## config.mk

```make
export PLATFORM = sky130hd
export DESIGN_NAME = peri_req_arbiter
export DESIGN_NICKNAME = d
export VERILOG_FILES = /design/src/rtl/peri_bus_pkg.sv /design/src/rtl/peri_rr_arb.sv /design/src/rtl/peri_req_arbiter.sv
export SDC_FILE = /design/constraint.sdc
export NUM_CORES = 1
export LEC_CHECK = 0
export ABC_AREA = 1
export CORE_AREA = 2 2 167 169
export DETAILED_ROUTE_END_ITERATION = 8
export DIE_AREA = 0 0 169 171
export DONT_BUFFER_PORTS = 1
export PLACE_DENSITY = 0.48
export SLEW_MARGIN = 20
export SYNTH_ARGS = -nofsm -noshare
export SYNTH_HDL_FRONTEND = slang
export SYNTH_SLANG_ARGS = --single-unit
```

## constraint.sdc

```tcl
create_clock -name i_clk -period 2.6 [get_ports i_clk]
set_input_delay 0.26 -clock i_clk [delete_from_list [all_inputs] [get_ports i_clk]]
set_output_delay 0.26 -clock i_clk [all_outputs]
set_load 0.005 [all_outputs]
```

## src/rtl/peri_bus_pkg.sv

```systemverilog
// Shared encodings, widths and types for the peripheral bus request path.
package peri_bus_pkg;

    localparam int unsigned PERI_ADDR_W = 32;
    localparam int unsigned PERI_DATA_W = 32;
    localparam int unsigned PERI_STRB_W = 4;

    // Read data returned when a transaction is force-completed.
    localparam logic [PERI_DATA_W-1:0] PERI_ERR_RDATA = 32'hDEAD_BEEF;

    typedef enum logic [1:0] {
        ST_IDLE = 2'd0,
        ST_WAIT = 2'd1,
        ST_RESP = 2'd2
    } peri_state_e;

    typedef struct packed {
        logic [PERI_ADDR_W-1:0] addr;
        logic [PERI_DATA_W-1:0] wdata;
        logic [PERI_STRB_W-1:0] wstrb;
    } peri_req_t;

endpackage

```

## src/rtl/peri_rr_arb.sv

```systemverilog
// Combinational round-robin pick: first set request strictly after ptr, wrapping.
module peri_rr_arb #(
    parameter int unsigned NUM_PE = 4,
    parameter int unsigned IDX_W  = $clog2(NUM_PE)
) (
    input  logic [NUM_PE-1:0] req,
    input  logic [IDX_W-1:0]  ptr,
    output logic [NUM_PE-1:0] gnt_oh_c,
    output logic [IDX_W-1:0]  gnt_idx_c,
    output logic              any_c
);

    logic [IDX_W-1:0] cand;

    always_comb begin
        gnt_oh_c  = '0;
        gnt_idx_c = '0;
        any_c     = 1'b0;
        cand      = '0;
        for (int unsigned i = 1; i <= NUM_PE; i++) begin
            cand = IDX_W'((32'(ptr) + i) % NUM_PE);
            if (!any_c && req[cand]) begin
                any_c           = 1'b1;
                gnt_idx_c       = cand;
                gnt_oh_c[cand]  = 1'b1;
            end
        end
    end

endmodule

```

## src/rtl/peri_req_arbiter.sv

```systemverilog
// Merges NUM_PE core requests onto the single peripheral port, one transaction at a time.
// Define PERI_TIMEOUT_EN to force-complete transactions left unanswered for TIMEOUT_CYCLES.
module peri_req_arbiter
    import peri_bus_pkg::*;
#(
    parameter int unsigned NUM_PE         = 4,
    parameter int unsigned TIMEOUT_CYCLES = 1024
) (
    input  logic                          i_clk,
    input  logic                          i_rst,
    input  logic [NUM_PE-1:0]             i_pe_rden,
    input  logic [NUM_PE-1:0]             i_pe_wren,
    input  logic [NUM_PE*PERI_ADDR_W-1:0] i_pe_addr,
    input  logic [NUM_PE*PERI_DATA_W-1:0] i_pe_wdata,
    input  logic [NUM_PE*PERI_STRB_W-1:0] i_pe_wstrb,
    output logic [NUM_PE-1:0]             o_pe_gnt,
    output logic [NUM_PE-1:0]             o_pe_ready,
    output logic [PERI_DATA_W-1:0]        o_pe_rdata,
    output logic                          o_peri_rden,
    output logic                          o_peri_wren,
    output logic [PERI_ADDR_W-1:0]        o_peri_addr,
    output logic [PERI_DATA_W-1:0]        o_peri_wdata,
    output logic [PERI_STRB_W-1:0]        o_peri_wstrb,
    input  logic                          i_peri_ready,
    input  logic [PERI_DATA_W-1:0]        i_peri_rdata,
    output logic                          o_timeout_err
);

    localparam int unsigned IDX_W = $clog2(NUM_PE);

    if (NUM_PE < 2 || NUM_PE > 8 || TIMEOUT_CYCLES < 2 || TIMEOUT_CYCLES > 65535) begin : g_cfg_check
        $error("peri_req_arbiter: unsupported NUM_PE or TIMEOUT_CYCLES");
    end

    peri_state_e       state;
    logic [IDX_W-1:0]  ptr;
    logic [NUM_PE-1:0] owner_oh;

    logic [NUM_PE-1:0] req_c;
    logic [NUM_PE-1:0] gnt_oh_c;
    logic [IDX_W-1:0]  gnt_idx_c;
    logic              any_c;
    peri_req_t         pe_req_c [NUM_PE];
    peri_req_t         win_req_c;
    logic              win_wr_c;
    logic              win_rd_c;

`ifdef PERI_TIMEOUT_EN
    logic [15:0]       to_cnt;
`endif

    assign req_c = i_pe_rden | i_pe_wren;

    for (genvar k = 0; k < NUM_PE; k++) begin : g_unpack
        assign pe_req_c[k] = {i_pe_addr[k*PERI_ADDR_W +: PERI_ADDR_W],
                              i_pe_wdata[k*PERI_DATA_W +: PERI_DATA_W],
                              i_pe_wstrb[k*PERI_STRB_W +: PERI_STRB_W]};
    end

    peri_rr_arb #(
        .NUM_PE (NUM_PE),
        .IDX_W  (IDX_W)
    ) u_rr_arb (
        .req       (req_c),
        .ptr       (ptr),
        .gnt_oh_c  (gnt_oh_c),
        .gnt_idx_c (gnt_idx_c),
        .any_c     (any_c)
    );

    // Write wins when a core raises both strobes.
    assign win_req_c = pe_req_c[gnt_idx_c];
    assign win_wr_c  = i_pe_wren[gnt_idx_c];
    assign win_rd_c  = i_pe_rden[gnt_idx_c] & ~win_wr_c;

    always_ff @(posedge i_clk) begin
        if (i_rst) begin
            state         <= ST_IDLE;
            ptr           <= IDX_W'(NUM_PE - 1);
            owner_oh      <= '0;
            o_pe_gnt      <= '0;
            o_pe_ready    <= '0;
            o_pe_rdata    <= '0;
            o_peri_rden   <= 1'b0;
            o_peri_wren   <= 1'b0;
            o_peri_addr   <= '0;
            o_peri_wdata  <= '0;
            o_peri_wstrb  <= '0;
            o_timeout_err <= 1'b0;
`ifdef PERI_TIMEOUT_EN
            to_cnt        <= '0;
`endif
        end else begin
            o_pe_gnt      <= '0;
            o_peri_rden   <= 1'b0;
            o_peri_wren   <= 1'b0;
            o_timeout_err <= 1'b0;
            case (state)
                ST_IDLE: begin
                    if (any_c) begin
                        o_pe_gnt     <= gnt_oh_c;
                        o_peri_wren  <= win_wr_c;
                        o_peri_rden  <= win_rd_c;
                        o_peri_addr  <= win_req_c.addr;
                        o_peri_wdata <= win_req_c.wdata;
                        o_peri_wstrb <= win_req_c.wstrb;
                        owner_oh     <= gnt_oh_c;
                        ptr          <= gnt_idx_c;
                        state        <= ST_WAIT;
`ifdef PERI_TIMEOUT_EN
                        to_cnt       <= '0;
`endif
                    end
                end
                ST_WAIT: begin
                    if (i_peri_ready) begin
                        o_pe_ready <= owner_oh;
                        o_pe_rdata <= i_peri_rdata;
                        state      <= ST_RESP;
                    end
`ifdef PERI_TIMEOUT_EN
                    else if (to_cnt == 16'(TIMEOUT_CYCLES - 1)) begin
                        o_pe_ready    <= owner_oh;
                        o_pe_rdata    <= PERI_ERR_RDATA;
                        o_timeout_err <= 1'b1;
                        state         <= ST_RESP;
                    end else begin
                        to_cnt <= to_cnt + 16'd1;
                    end
`endif
                end
                ST_RESP: begin
                    o_pe_ready <= '0;
                    o_pe_rdata <= '0;
                    state      <= ST_IDLE;
                end
                default: state <= ST_IDLE;
            endcase
        end
    end

endmodule

```

==> flow_summary.json <==
{
  "viasPerCell": 4.746,
  "path_max_fanout": 34,
  "crit_arrival_ns": 2.68,
  "seq_area_frac_synth_pct": 31.09,
  "skew_ns": 0.009627,
  "stdcell_count": 1651,
  "root_buffer": "clkbuf_16",
  "max_stage_delay_ns": 0.35,
  "synth.avg_cell_area_um2": 5.903,
  "synth_fp_nets": 1610,
  "drcViolationCount": 0,
  "crit_path_frequent_cell": "nor2_4",
  "drt_iter0_markers": 385,
  "dpl_cell_area_mm2": 0.007950,
  "powerDensity_mw_per_mm2": 1614,
  "period_share_pct": 91.23,
  "setup_viol": 0,
  "die-area_mm2": 0.02890,
  "cts_tree": "done",
  "dp_hpwl_um": 19360,
  "path_class": "flip-flop to flip-flop",
  "clock_sinks": 118,
  "max_freq_mhz": 421.6,
  "ys_seq_elements": 118,
  "synthCells": 1287,
  "antennaDiodeCount": 0,
  "slew_violations": 0,
  "ant_nets": 0,
  "io_buffer_count": 0,
  "finalHoldViolations": 0,
  "worst_slew_pin_slew_ns": 0.8474,
  "postLayoutCoreUtil_pct": 32.90,
  "die_height_um": 171,
  "hold_path.class": "primary input to flip-flop",
  "rr_worst_depth": 14,
  "first_global_vias": 7466,
  "max-slew-margin-rel_pct": 43.51,
  "drt_first_pass_iters": 5,
  "final_nets": 1615,
  "cts_htree_levels": 4,
  "start_kind": "flip-flop",
  "fin_total_pwr_uw": 14510,
  "grt_overflow": 0,
  "min_from": "i_rst",
  "grt_max_degree": 73,
  "peakVddDrop_mv": 0.8044,
  "outcome": "finished, final reports clean",
  "holdPathStages": 3,
  "maxCapViolCount": 0,
  "post-route-min-period_ns": 2.372,
  "start_util_pct": 27.80,
  "core-area_mm2": 0.02732,
  "place_congestion": 0.8752,
  "reg2reg_to": "o_peri_addr[24]",
  "power.leakage_uw": 0.004862,
  "post_drt_wl_per_cell_um": 16.68,
  "yosysWarnings": 0,
  "critPathCaptureType": "flip-flop",
  "wirelength_um": 27530,
  "drive_gt1_share_pct": 7.050,
  "syn_to_final_growth_pct": 18.31,
  "via_count": 7835,
  "hold_path_end": "o_pe_gnt[2]",
  "dpl.cell_count": 1580,
  "cp_cell_sequence": "inv_2 -> ha_1 -> inv_1 -> nand3_2 -> nand2_2 -> nor2_4 -> nand2_2 -> nor2_4 -> o21bai_4 -> nor2_4 -> buf_12 -> nand3_1 -> nand2_1 -> nor2_1",
  "antenna_found_initial": 0,
  "worst_hold_slack_ns": 0.03981,
  "critPathSlowestCell": "dfxtp_1",
  "synth_cell_type_count": 29,
  "cts_buffer_depth": 2,
  "rows": 61,
  "clk_pin_slew_ns": 0.06,
  "r2r_start": "ptr[0]",
  "timing.reg2reg.setup_slack_ns": 0.23,
  "final_area_mm2": 0.008989,
  "layout_commonest_cell": "nand2_1",
  "layout_common_cells": "nand2_1, inv_1, nand3_1, nor2_1, dfxtp_1",
  "ios": 426,
  "track_usage_pct": 18.11,
  "clock_latency_ns": 0.42,
  "crit_required_ns": 2.91,
  "synthesis.area_mm2": 0.007597,
  "critPathBufInv": 3,
  "crit_family": "simple AND/OR/NAND/NOR gates",
  "die-width_um": 169,
  "cts_buffers": 17,
  "grt_pass1_wl_um": 40590
}
-- synthesized netlist by cell type (all sizes together) --
library cell	count	area, um2
clkinv	1	3.750
nor2	188	764.5
conb	1	3.750
nand4	3	18.77
nand3	222	1151
buf	45	276.5
dfxtp	118	2362
o21ai	9	45.04
o21bai	1	18.77
nand2	391	1483
clkbuf	33	123.9
a32o	33	330.3
o31ai	3	22.52
a21oi	4	20.02
o211ai	1	7.510
ha	8	100.1
a31oi	1	21.27
inv	225	844.6
-- kinds of logic (layout without fill, tap and decap cells) --
group                      after synthesis  in the layout  share of synthesized area [%]
DFF                                    118            118                          31.09
other                                    1              1                        0.04936
adders and majority gates                8              8                          1.318
buffers and inverters                  304            322                          16.44
and+or+nand+nor                        804            804                          44.98
AOI/OAI and AO/OA                       52             52                          6.127
-- where the power goes --
group,leakage [uW],switching [uW],internal (uW),total [uW]
combinational,0.00360,5960,3250,9200
sequential,0.000975,491,2400,2890
clock,0.000283,1060,1360,2420
total,0.00486,7510,7010,14500
-- how the worst max path moves through the flow --
| stage | startpoint | endpoint | slack (ns) | depth (start not counted) |
|---|---|---|---|---|
| 6_report | ptr[0] | o_peri_addr[24] | 0.23 | 14 |
| 5_1_grt | ptr[1] | o_peri_addr[0] | -0.008 | 16 |
| 4_1_cts | ptr[0] | o_peri_wdata[21] | 0.12 | 15 |
| 3_5_place_dp | ptr[0] | o_peri_wdata[21] | 0.13 | 15 |
| 3_3_place_gp | ptr[0] | o_peri_wdata[21] | 0.18 | 15 |
| 2_1_floorplan | ptr[1] | o_peri_wdata[3] | 0.13 | 15 |
-- registers in the layout, summed over array words and instances (netlist names), 2 cells and up --
name,flops
state,2
o_pe_ready,4
o_pe_gnt,4
o_pe_rdata,32
owner_oh,4
o_peri_wstrb,4
o_peri_addr,32
ptr,2
o_peri_wdata,32
-- layout make-up --
cell class | count | area, um2
Sequential cell | 118 | 2362
Fill cell | 3052 | 18340
Inverter | 226 | 850.8
Tap cell | 346 | 432.9
Clock buffer | 17 | 425.4
Timing Repair Buffer | 64 | 755.7
Multi-Input combinational cell | 865 | 4003
Clock inverter | 15 | 158.9
-- per-stage QoR --
| step | worst slack (ns) | setup TNS, ns |
|---|---|---|
| 2_1_floorplan | 0.1316 | 0 |
| 3_3_place_gp | 0.1845 | 0 |
| 3_5_place_dp | 0.1322 | 0 |
| 4_1_cts | 0.1203 | 0 |
| 5_1_grt | -0.007970 | -0.007970 |
| 6_report | 0.2281 | 0 |
-- routing by layer --
| layer | part of all wire, % | track usage, % |
|---|---|---|
| met5 | 0 | 0 |
| met4 | 2.3 | 6.243 |
| met3 | 8.2 | 5.667 |
| met2 | 50 | 32.61 |
| met1 | 40 | 20.18 |
-- worst min-delay path, delay by kind of cell --
kind	cells	cell delay [ns]
and+or+nand+nor	2	0.12
buffers and inverters	1	0.04
-- timing repair --
action | in CTS | in global routing
setup endpoints to repair | 0 | 44
resized for setup | 0 | 6
buffers inserted | 0 | 3
endpoints found under the hold margin | 72 | 0
hold buffers | 34 | 0
(Power assumes the default switching activity.)
